[config.mk]
export PLATFORM = sky130hd
export DESIGN_NAME = vga_timing_gen_flat
export DESIGN_NICKNAME = d
export VERILOG_FILES = /design/src/rtl/vga_timing_gen_if.sv /design/src/rtl/vga_timing_gen.sv /design/src/flat_wrapper.sv
export SDC_FILE = /design/constraint.sdc
export NUM_CORES = 1
export LEC_CHECK = 0
export BUFFER_PORTS_ARGS = -buffer_cell sky130_fd_sc_hd__buf_2
export CORE_ASPECT_RATIO = 1.75
export CORE_MARGIN = 4
export CORE_UTILIZATION = 43
export CTS_CLUSTER_DIAMETER = 80
export DETAILED_ROUTE_END_ITERATION = 8
export SYNTH_ARGS = -nofsm -noshare
export SYNTH_HDL_FRONTEND = slang
export SYNTH_SLANG_ARGS = --single-unit
[constraint.sdc]
create_clock -name clk_i -period 2.4 [get_ports clk_i]
set_clock_uncertainty 0.1 [all_clocks]
set_input_delay 0.72 -clock clk_i [delete_from_list [all_inputs] [get_ports clk_i]]
set_output_delay 0.72 -clock clk_i [all_outputs]
set_load 0.01 [all_outputs]
[src/rtl/vga_timing_gen_if.sv]
// Timing bundle from the VGA timing generator to pixel logic and the connector.
// The generator drives it through the master modport. Consumers read it through the slave modport.
interface vga_timing_gen_if #(
    parameter int CW = 11
);
    logic          pix_ce_o;
    logic          hsync_o;
    logic          vsync_o;
    logic          disp_active;
    logic [CW-1:0] xcol_o;
    logic [CW-1:0] yrow_o;
    logic          line_start_o;
    logic          frame_start_o;

    modport master (
        output pix_ce_o, hsync_o, vsync_o, disp_active,
               xcol_o, yrow_o, line_start_o, frame_start_o
    );

    modport slave (
        input  pix_ce_o, hsync_o, vsync_o, disp_active,
               xcol_o, yrow_o, line_start_o, frame_start_o
    );
endinterface

[src/rtl/vga_timing_gen.sv]
// Parametrised VGA/SVGA timing generator running on one system clock.
// A divider produces the pixel clock enable. The decoded timing outputs pass through an optional delay pipe.
module vga_timing_gen #(
    parameter int DIV      = 4,
    parameter int CW       = 11,
    parameter int H_ACTIVE = 640,
    parameter int H_FP     = 16,
    parameter int H_SYNC   = 96,
    parameter int H_BP     = 48,
    parameter int V_ACTIVE = 480,
    parameter int V_FP     = 10,
    parameter int V_SYNC   = 2,
    parameter int V_BP     = 33,
    parameter int H_POL    = 0,
    parameter int V_POL    = 0,
    parameter int PIPE_DLY = 0
) (
    input  logic               clk_i,
    input  logic               rst_ni,
    input  logic               en_i,
    vga_timing_gen_if.master   vga
);
    localparam int H_TOTAL = H_ACTIVE + H_FP + H_SYNC + H_BP;
    localparam int V_TOTAL = V_ACTIVE + V_FP + V_SYNC + V_BP;
    localparam int DW      = (DIV > 1) ? $clog2(DIV) : 1;

    localparam logic [DW-1:0] DIV_LAST = DW'(DIV - 1);
    localparam logic [CW-1:0] H_LAST   = CW'(H_TOTAL - 1);
    localparam logic [CW-1:0] V_LAST   = CW'(V_TOTAL - 1);

    // Bounds are one bit wider so a sync pulse ending exactly at 2**CW still compares correctly.
    localparam logic [CW:0] H_ACT  = (CW+1)'(H_ACTIVE);
    localparam logic [CW:0] HS_BEG = (CW+1)'(H_ACTIVE + H_FP);
    localparam logic [CW:0] HS_END = (CW+1)'(H_ACTIVE + H_FP + H_SYNC);
    localparam logic [CW:0] V_ACT  = (CW+1)'(V_ACTIVE);
    localparam logic [CW:0] VS_BEG = (CW+1)'(V_ACTIVE + V_FP);
    localparam logic [CW:0] VS_END = (CW+1)'(V_ACTIVE + V_FP + V_SYNC);

    generate
        if (longint'(H_TOTAL) > (longint'(1) << CW)) begin : g_bad_htotal
            $error("vga_timing_gen: H_TOTAL does not fit in CW bits");
        end
        if (longint'(V_TOTAL) > (longint'(1) << CW)) begin : g_bad_vtotal
            $error("vga_timing_gen: V_TOTAL does not fit in CW bits");
        end
        if (DIV < 1) begin : g_bad_div
            $error("vga_timing_gen: DIV must be at least 1");
        end
        if (PIPE_DLY < 0 || PIPE_DLY > 7) begin : g_bad_pipe
            $error("vga_timing_gen: PIPE_DLY must be 0..7");
        end
    endgenerate

    typedef struct packed {
        logic          disp;
        logic          hs;
        logic          vs;
        logic          ls;
        logic          fs;
        logic [CW-1:0] x;
        logic [CW-1:0] y;
    } timing_t;

    logic [DW-1:0] div_cnt_reg;
    logic          pix_ce_reg;
    logic          fresh_reg;
    logic          line_wrap_reg;
    logic          frame_wrap_reg;
    logic [CW-1:0] x_reg;
    logic [CW-1:0] y_reg;

    // fresh_reg marks a restarted frame: the first pixel enable starts pixel (0,0) instead of advancing.
    always_ff @(posedge clk_i or negedge rst_ni) begin
        if (!rst_ni) begin
            div_cnt_reg    <= '0;
            pix_ce_reg     <= 1'b0;
            fresh_reg      <= 1'b1;
            line_wrap_reg  <= 1'b0;
            frame_wrap_reg <= 1'b0;
            x_reg          <= '0;
            y_reg          <= '0;
        end else if (!en_i) begin
            div_cnt_reg    <= '0;
            pix_ce_reg     <= 1'b0;
            fresh_reg      <= 1'b1;
            line_wrap_reg  <= 1'b0;
            frame_wrap_reg <= 1'b0;
            x_reg          <= '0;
            y_reg          <= '0;
        end else begin
            pix_ce_reg     <= (div_cnt_reg == DIV_LAST);
            div_cnt_reg    <= (div_cnt_reg == DIV_LAST) ? '0 : div_cnt_reg + 1'b1;
            line_wrap_reg  <= 1'b0;
            frame_wrap_reg <= 1'b0;
            if (pix_ce_reg) begin
                if (fresh_reg) begin
                    fresh_reg      <= 1'b0;
                    line_wrap_reg  <= 1'b1;
                    frame_wrap_reg <= 1'b1;
                end else if (x_reg == H_LAST) begin
                    x_reg         <= '0;
                    line_wrap_reg <= 1'b1;
                    if (y_reg == V_LAST) begin
                        y_reg          <= '0;
                        frame_wrap_reg <= 1'b1;
                    end else begin
                        y_reg <= y_reg + 1'b1;
                    end
                end else begin
                    x_reg <= x_reg + 1'b1;
                end
            end
        end
    end

    timing_t dec;

    always_comb begin
        dec      = '0;
        dec.x    = x_reg;
        dec.y    = y_reg;
        dec.ls   = line_wrap_reg;
        dec.fs   = frame_wrap_reg;
        dec.disp = !fresh_reg && ({1'b0, x_reg} < H_ACT) && ({1'b0, y_reg} < V_ACT);
        dec.hs   = !fresh_reg && ({1'b0, x_reg} >= HS_BEG) && ({1'b0, x_reg} < HS_END);
        dec.vs   = !fresh_reg && ({1'b0, y_reg} >= VS_BEG) && ({1'b0, y_reg} < VS_END);
    end

    // Stage 0 is the mandatory decode register. Later stages add the alignment delay.
    timing_t stage_reg [0:PIPE_DLY];

    always_ff @(posedge clk_i or negedge rst_ni) begin
        if (!rst_ni) begin
            for (int i = 0; i <= PIPE_DLY; i++) begin
                stage_reg[i] <= '0;
            end
        end else begin
            stage_reg[0] <= dec;
            for (int i = 1; i <= PIPE_DLY; i++) begin
                stage_reg[i] <= stage_reg[i-1];
            end
        end
    end

    timing_t pipe_out;
    assign pipe_out = stage_reg[PIPE_DLY];

    assign vga.pix_ce_o      = pix_ce_reg;
    assign vga.hsync_o       = (H_POL != 0) ? pipe_out.hs : ~pipe_out.hs;
    assign vga.vsync_o       = (V_POL != 0) ? pipe_out.vs : ~pipe_out.vs;
    assign vga.disp_active   = pipe_out.disp;
    assign vga.xcol_o        = pipe_out.x;
    assign vga.yrow_o        = pipe_out.y;
    assign vga.line_start_o  = pipe_out.ls;
    assign vga.frame_start_o = pipe_out.fs;
endmodule

[src/flat_wrapper.sv]
// flat-port wrapper written by rule: the top's interface ports become plain ports
module vga_timing_gen_flat 
#(
    parameter int DIV      = 4,
    parameter int CW       = 11,
    parameter int H_ACTIVE = 640,
    parameter int H_FP     = 16,
    parameter int H_SYNC   = 96,
    parameter int H_BP     = 48,
    parameter int V_ACTIVE = 480,
    parameter int V_FP     = 10,
    parameter int V_SYNC   = 2,
    parameter int V_BP     = 33,
    parameter int H_POL    = 0,
    parameter int V_POL    = 0,
    parameter int PIPE_DLY = 0
)
  (clk_i, rst_ni, en_i, vga_pix_ce_o, vga_hsync_o, vga_vsync_o, vga_disp_active, vga_xcol_o, vga_yrow_o, vga_line_start_o, vga_frame_start_o);
  vga_timing_gen_if #(.CW(CW)) vga_i ();
  input  logic clk_i;
  input  logic rst_ni;
  input  logic en_i;
  output wire logic [$bits(vga_i.pix_ce_o)-1:0] vga_pix_ce_o;
  output wire logic [$bits(vga_i.hsync_o)-1:0] vga_hsync_o;
  output wire logic [$bits(vga_i.vsync_o)-1:0] vga_vsync_o;
  output wire logic [$bits(vga_i.disp_active)-1:0] vga_disp_active;
  output wire logic [$bits(vga_i.xcol_o)-1:0] vga_xcol_o;
  output wire logic [$bits(vga_i.yrow_o)-1:0] vga_yrow_o;
  output wire logic [$bits(vga_i.line_start_o)-1:0] vga_line_start_o;
  output wire logic [$bits(vga_i.frame_start_o)-1:0] vga_frame_start_o;
  assign vga_pix_ce_o = vga_i.pix_ce_o;
  assign vga_hsync_o = vga_i.hsync_o;
  assign vga_vsync_o = vga_i.vsync_o;
  assign vga_disp_active = vga_i.disp_active;
  assign vga_xcol_o = vga_i.xcol_o;
  assign vga_yrow_o = vga_i.yrow_o;
  assign vga_line_start_o = vga_i.line_start_o;
  assign vga_frame_start_o = vga_i.frame_start_o;
  vga_timing_gen #(.DIV(DIV), .CW(CW), .H_ACTIVE(H_ACTIVE), .H_FP(H_FP), .H_SYNC(H_SYNC), .H_BP(H_BP), .V_ACTIVE(V_ACTIVE), .V_FP(V_FP), .V_SYNC(V_SYNC), .V_BP(V_BP), .H_POL(H_POL), .V_POL(V_POL), .PIPE_DLY(PIPE_DLY)) u_core (.clk_i(clk_i), .rst_ni(rst_ni), .en_i(en_i), .vga(vga_i));
endmodule
[After elaboration in Yosys (flattened, before gate mapping)]
Index checks and enable logic that the tools add are counted.
Operators by class
  add/subtract/negate cells: 3
  order comparisons: 6
  equal/unequal tests: 6
  multiplexer cells: 23
  bitwise operators: 2
  reduce and logical (&&, ||, !) cells: 9
Operator list (count)
  2-to-1 mux 11 bit: 9
  adder 11 x 1 -> 11 bit, second input constant: 2
  equality test 11 x 10 -> 1 bit, second input constant: 2
  less-than comparator 11 x 10 -> 1 bit, second input constant: 2
  less-than comparator 11 x 9 -> 1 bit, second input constant: 2
  2-to-1 mux 1 bit: 12
  greater-or-equal comparator 11 x 10 -> 1 bit, second input constant: 1
  greater-or-equal comparator 11 x 9 -> 1 bit, second input constant: 1
  logical AND 1 bit: 6
  2-to-1 mux 2 bit: 2
  != test 2 x 1 -> 1 bit, second input constant: 2
  AND reduction 3 bit: 1
  adder 2 x 1 -> 2 bit, second input constant: 1
  equality test 2 bit, second input constant: 1
  != test 2 bit, second input constant: 1
  NOT 1 bit: 2
  AND reduction 2 bit: 1
  zero test 1 bit: 1
Storage, ports and cells
  bits in registers: 55
  input port bits: 3

[Logic depth before layout (Yosys ltp)]
Gate-level depths: netlist of run 1.
  depth in word-level cells: 6
  depth in mapped cells: 7
  mapped depth without buffers: 6

[Worst setup path after synthesis of run 1]
No wires, ideal clock.
  path kind: register to register
  start point: register u_core.y_reg[0]
  end point: register u_core.y_reg[6]
  setup time: 95 ps
  data arrival time: 1801 ps
  data required time: 2205 ps
  setup slack: 404 ps
  stages on the path, launching flop included: 8
  buffers on the path: 1
  cell sequence: dfrtp_1 -> inv_1 -> ha_1 -> and4bb_1 -> and3_1 -> or4_4 -> buf_6 -> o31ai_1
Between the ends
  cells in the longest elaborated chain, start to end: 6
  elaborated cells between the ends (all ways): 7
RTL lines
  start: declaration: line vga_timing_gen.sv:70  | logic [CW-1:0] y_reg;
  start signal: assignment: line vga_timing_gen.sv:107  | y_reg <= y_reg + 1'b1;
  adder 11 x 1 -> 11 bit / equality test 11 x 10 -> 1 bit (equally long branches): line vga_timing_gen.sv:107, vga_timing_gen.sv:103
  2-to-1 mux 11 bit (*): line vga_timing_gen.sv:103  | if (y_reg == V_LAST) begin
  2-to-1 mux 11 bit (*): line vga_timing_gen.sv:100  | end else if (x_reg == H_LAST) begin
  2-to-1 mux 11 bit (*): line vga_timing_gen.sv:96  | if (fresh_reg) begin
  2-to-1 mux 11 bit (*): line vga_timing_gen.sv:95  | if (pix_ce_reg) begin
  2-to-1 mux 11 bit (*): line vga_timing_gen.sv:82  | end else if (!en_i) begin
Every way passes the cells marked *; elsewhere a longest branch is shown, timed or not. The select of a mux whose other input is x is not followed.
A chain may end at the register's enable or synchronous reset.

[Worst setup path after layout of run 1]
  start point: register u_core.x_reg[0]
  end point: register u_core.y_reg[7]
Between the ends
  cells in the longest elaborated chain, start to end: 3
RTL lines
  start: declaration: line vga_timing_gen.sv:69  | logic [CW-1:0] x_reg;
  start signal: assignment: line vga_timing_gen.sv:110  | x_reg <= x_reg + 1'b1;
  equality test 11 x 10 -> 1 bit: line vga_timing_gen.sv:100
  != test 2 x 1 -> 1 bit (no line)
  AND reduction 3 bit (no line)
Every way passes these cells.

==> impl_metrics.json, run 1 <==
{
  "critPathArrivalTime_ns": 2.23,
  "finalCritPeriodShare_pct": 88.4,
  "area_delta_synth_final_pct": 7.18,
  "fin_nets": 232,
  "setup_viol": 0,
  "min_period_ns": 2.12,
  "syn_inst": 209,
  "dr.pass1.iters": 4,
  "path_delay_family": "simple AND/OR/NAND/NOR gates",
  "cts_inserted_buffers": 5,
  "wl_per_cell_um": 14.9,
  "grtUsageTotal_pct": 14.2,
  "slowest_delay_ns": 0.60,
  "total_power_uw": 1540,
  "synth_flop_cell": "dfrtp_1",
  "syn_nets": 216,
  "wl_um": 4450,
  "placed_cells": 292,
  "grt_max_degree": 31,
  "tightest_slew_ns": 0.406,
  "cts_sinks": 55,
  "fp.dieH_um": 107,
  "ys_seq_elements": 55,
  "final_hold_viol_count": 0,
  "synth_top_cell_by_area": "dfrtp_1",
  "fin_util_pct": 48.2,
  "htreeDepth": 2,
  "cts_tree": "yes",
  "worstHoldPathType": "in -> async",
  "syn_area_per_cell_um2": 11.5,
  "instances_no_fill": 298,
  "overflow": 0,
  "numPortBuffers": 30,
  "grt_pass1_vias": 1593,
  "final_cell_mix": "dfrtp_1 (54), buf_2 (30), inv_1 (14), nand2_1 (14)",
  "drive_above_1_share_pct": 21.9,
  "path_class": "reg -> reg",
  "relSlewSlack_pct": 72.8,
  "cts_hold_buf": 0,
  "ys_types": 44,
  "n_fill_cell": 531,
  "worst_skew_pair.late_latency_ns": 0.30,
  "cp_max_fo": 11,
  "cts.clk_slew.worst_paths_ns": 0.09,
  "cp_num_buf_inv": 0,
  "ant_nets": 0,
  "synth_edf_count": 0,
  "cts-root-buf": "clkbuf_8",
  "cts_resized": 0,
  "pwr_density_cell_nw_per_um2": 598,
  "antenna_cells": 0,
  "core_um2": 5340,
  "path_cells": "ha_1, and4b_1, nand2_1, or4_4, o31ai_1",
  "cp.required_ns": 2.51,
  "drv_slew": 0,
  "cp_slowest_cell": "or4_4",
  "vias_per_cell": 5.29,
  "layout_commonest_cell": "dfrtp_1",
  "rsz0062_at_grt": "no",
  "post_cts_buffers": 0,
  "initial_utilization_pct": 45.0,
  "hpwlAfterDp_um": 3330,
  "fin_tns_setup_ns": 0,
  "gp_congestion": 0.787,
  "die-area_um2": 6900,
  "ys_top_cells_by_area": "dfrtp_1 (56%), buf_4 (6.9%), nand3_1 (2.3%)",
  "synth_warnings": 0,
  "num_vias": 1577,
  "grt_antenna_before_repair": 0,
  "std_cell_rows": 35,
  "stdcell_area_um2": 2580,
  "critPathCaptureType": "flip-flop",
  "clock_path_buffers": 2,
  "p_leak_uw": 0.00121,
  "syn-cell-area_um2": 2400,
  "peakVddDrop_uv": 324,
  "drt_iter0_drc": 57,
  "drc": 0,
  "synth.top_cell.area_share_pct": 56.2,
  "status": "complete, no violations",
  "die-width_um": 64.5,
  "ys_seq_area_share_pct": 57.3,
  "clock.fmax_mhz": 471,
  "max_cap_violations": 0,
  "start_kind": "flip-flop",
  "synthArstFlopShare_pct": 100,
  "ioPinCount": 31,
  "place_area_um2": 2500,
  "grt_pass1_wl_um": 7550
}
cell usage after synthesis (5+ instances only):
| cell | number |
|---|---|
| nand2_1 | 14 |
| buf_4 | 22 |
| o311ai_0 | 6 |
| xnor2_1 | 6 |
| o31ai_1 | 6 |
| inv_1 | 14 |
| dfrtp_1 | 54 |
| o21ai_0 | 5 |
| nor2_1 | 11 |
| nand3_1 | 11 |
layout make-up:
class                           count  area, µm²  area share [%]
Clock buffer                        6       72.6            2.82
Inverter                           14       52.6            2.04
Tap cell                           74       92.6            3.59
Sequential cell                    55       1380            53.4
Timing Repair Buffer               36        208            8.06
Multi-Input combinational cell    113        774            30.0
logic make-up after synthesis:
logic type / count (synthesis) / synth area share [%]
AND/OR/NAND/NOR: 65 / 15.1
flip-flops: 55 / 57.3
buffers and inverters: 41 / 10.5
AO/OA/AOI/OAI: 37 / 12.4
XOR/XNOR: 6 / 2.19
adder cells (fa/ha/maj): 4 / 2.08
multiplexers: 1 / 0.416
through the flow:
step,setup slack (ns),hold WS [ns]
final,0.279,0.174
after global routing,0.0866,0.179
after CTS,0.266,0.175
after detailed placement,0.259,0.237
after global placement,0.292,0.236
after floorplan,0.404,0.231
final timing paths:
check	cells past startpoint	from	endpoint	slack [ns]
min reg2reg	0	u_core.frame_wrap_reg	u_core.vga.frame_start_o	0.25
min	1	rst_ni	u_core.vga.xcol_o[4]	0.17
max	5	u_core.x_reg[0]	u_core.y_reg[7]	0.28
max reg2reg	5	u_core.x_reg[0]	u_core.y_reg[7]	0.28
max in group asynchronous	2	rst_ni	u_core.fresh_reg	1.47
min in group clk_i	0	u_core.frame_wrap_reg	u_core.vga.frame_start_o	0.25
per-layer routing:
| layer | GRT usage [%] | wire, µm | vias up | part of all wire (%) |
|---|---|---|---|---|
| li1 | - | - | 752 | - |
| met1 | 15.6 | 1710 | 783 | 38 |
| met2 | 25.4 | 2500 | 35 | 56 |
| met3 | 3.04 | 159 | 7 | 3.6 |
| met4 | 6.66 | 85 | 0 | 1.9 |
| met5 | 0 | 0 | - | 0 |
power by group:
group,switching (µW),leakage [µW],internal (µW),total [µW]
clock,264,0.0000371,195,459
combinational,60.6,0.000412,39.3,99.9
sequential,26.1,0.000756,955,982
(Power assumes the default switching activity.)
==> inputs of run 2 (changes only) <==
--- a/config.mk
+++ b/config.mk
@@ -11,6 +11,8 @@
 export CORE_UTILIZATION = 43
 export CTS_CLUSTER_DIAMETER = 80
 export DETAILED_ROUTE_END_ITERATION = 8
+export REMOVE_ABC_BUFFERS = 1
+export SETUP_SLACK_MARGIN = 0.4
 export SYNTH_ARGS = -nofsm -noshare
 export SYNTH_HDL_FRONTEND = slang
 export SYNTH_SLANG_ARGS = --single-unit
==> constraint.sdc (replaced) <==
create_clock -name clk_i -period 2.2 [get_ports clk_i]
set_clock_uncertainty 0.1 [all_clocks]
set_input_delay 0.66 -clock clk_i [delete_from_list [all_inputs] [get_ports clk_i]]
set_output_delay 0.66 -clock clk_i [all_outputs]
set_load 0.01 [all_outputs]
==> run 2 against run 1 <==
Net effect:
- sequential share of layout area fell by 6.7 points
- setup slack got worse by 0.091 ns
- power rose by 28%
- global-route usage rose by 2.0 points
- largest power group unchanged
==> impl_metrics.json, run 2 (synthesis gave the netlist of run 1 again) <==
{
  "status": "complete, no violations",
  "fin_nets": 252,
  "cp_num_buf_inv": 1,
  "min_period_ns": 2.01,
  "layout_commonest_cell": "dfrtp_1",
  "path_cells": "inv_2, ha_4, and4bb_1, and3_4, or4_4, o31ai_2",
  "critPathCaptureType": "flip-flop",
  "grt_pass1_vias": 1691,
  "fin_tns_setup_ns": 0,
  "dr.pass1.iters": 4,
  "cts_inserted_buffers": 5,
  "setup_viol": 0,
  "num_vias": 1702,
  "wl_um": 5280,
  "slowest_delay_ns": 0.55,
  "cp_max_fo": 6,
  "cts-root-buf": "clkbuf_8",
  "critPathArrivalTime_ns": 2.12,
  "overflow": 0,
  "drive_above_1_share_pct": 41.1,
  "die-area_um2": 6900,
  "htreeDepth": 2,
  "crit-reg2reg-launch": "u_core.y_reg[0]",
  "cp.required_ns": 2.30,
  "clock_path_buffers": 2,
  "cts_tree": "yes",
  "cts.clk_slew.worst_paths_ns": 0.10,
  "relSlewSlack_pct": 66.5,
  "hold_ws_ns": 0.175,
  "grtUsageTotal_pct": 16.2,
  "std_cell_rows": 35,
  "start_kind": "flip-flop",
  "path_class": "reg -> reg",
  "cp_slowest_cell": "or4_4",
  "worst_skew_pair.late_latency_ns": 0.30,
  "fp.dieH_um": 107,
  "tightest_slew_ns": 0.496,
  "cp-startpoint": "u_core.y_reg[0]",
  "grt_antenna_before_repair": 0,
  "finalCritPeriodShare_pct": 91.4,
  "max_cap_violations": 0,
  "ant_nets": 0,
  "grt_max_degree": 40,
  "antenna_cells": 0,
  "rsz0062_at_grt": "yes",
  "area_delta_synth_final_pct": 23.3,
  "ioPinCount": 31,
  "numPortBuffers": 30,
  "pwr_density_cell_nw_per_um2": 663,
  "clock.fmax_mhz": 497,
  "drv_slew": 0,
  "cts_sinks": 55,
  "hpwlAfterDp_um": 3580,
  "initial_utilization_pct": 45.0,
  "cts_hold_buf": 0,
  "path_delay_family": "simple AND/OR/NAND/NOR gates",
  "wl_per_cell_um": 16.5,
  "p_leak_uw": 0.00135,
  "final_cell_mix": "dfrtp_1 (48), buf_2 (31), buf_4 (22), inv_1 (13), nand2_1 (13)",
  "vias_per_cell": 5.32,
  "drt_iter0_drc": 41,
  "drc": 0,
  "peakVddDrop_uv": 548,
  "grt_pass1_wl_um": 8540,
  "worstHoldPathType": "in -> async",
  "die-width_um": 64.5,
  "final_hold_viol_count": 0,
  "gp_congestion": 0.801,
  "core_um2": 5340
}
-- run 2: per-layer routing --
layer | GRT usage (%) | routed length (µm) | share of wire (%) | vias up
met5 | 0 | 0 | 0 | -
met2 | 30.2 | 3010 | 57 | 33
met1 | 16.7 | 1960 | 37 | 854
met3 | 3.14 | 147 | 2.8 | 10
li1 | - | - | - | 805
met4 | 8.17 | 165 | 3.1 | 0
-- run 2: final timing paths --
check / depth (start not counted) / slack (ns) / end
setup reg to reg: 6 / 0.19 / u_core.y_reg[4]
hold / removal: 1 / 0.17 / u_core.vga.xcol_o[0]
setup / recovery: 6 / 0.19 / u_core.y_reg[4]
min in group clk_i: 0 / 0.26 / u_core.vga.frame_start_o
hold reg to reg: 0 / 0.26 / u_core.vga.frame_start_o
max in group asynchronous: 2 / 1.28 / u_core.x_reg[7]
-- run 2: per-stage QoR --
step                      setup slack (ns)  power [µW]  utilization, %  instance area (µm²)  cells
after floorplan                    0.00230        1130               -                 2200    182
final                                0.188        1970            55.5                 2960    320
after CTS                            0.221        1980            52.7                 2820    313
after global routing                 0.132        2040            55.5                 2960    320
after global placement               0.101        1210            47.6                 2540    297
after detailed placement            0.0851        1210            47.6                 2540    297
-- run 2: area by class of cell --
cell class              count  area (µm²)
fillers                   494        2380
multi-input cells         114         950
clock buffers               6        72.6
inverters                  14        52.6
repair buffers             55         352
well taps                  74        92.6
clock inverters             2        60.1
flip-flops and latches     55        1390
-- run 2: repair_timing --
item,in CTS,in global routing
endpoints found under the setup margin,20,19
resized for setup,21,22
pin swaps,13,5
setup buffers,7,6
cloned,1,1
-- run 2: worst reg2reg max path: cells and delay by family, from the launching register on --
family          cells  cell delay [ns]
buf+inv             1             0.07
compound gates      1             0.25
fa+ha+maj           1             0.15
flops               1             0.40
simple gates        3             0.95
-- run 2: power by group --
group          internal [µW]  switching, µW  total [µW]
logic                   55.1           82.7         138
registers               1040           28.4        1070
clock network            455            302         757
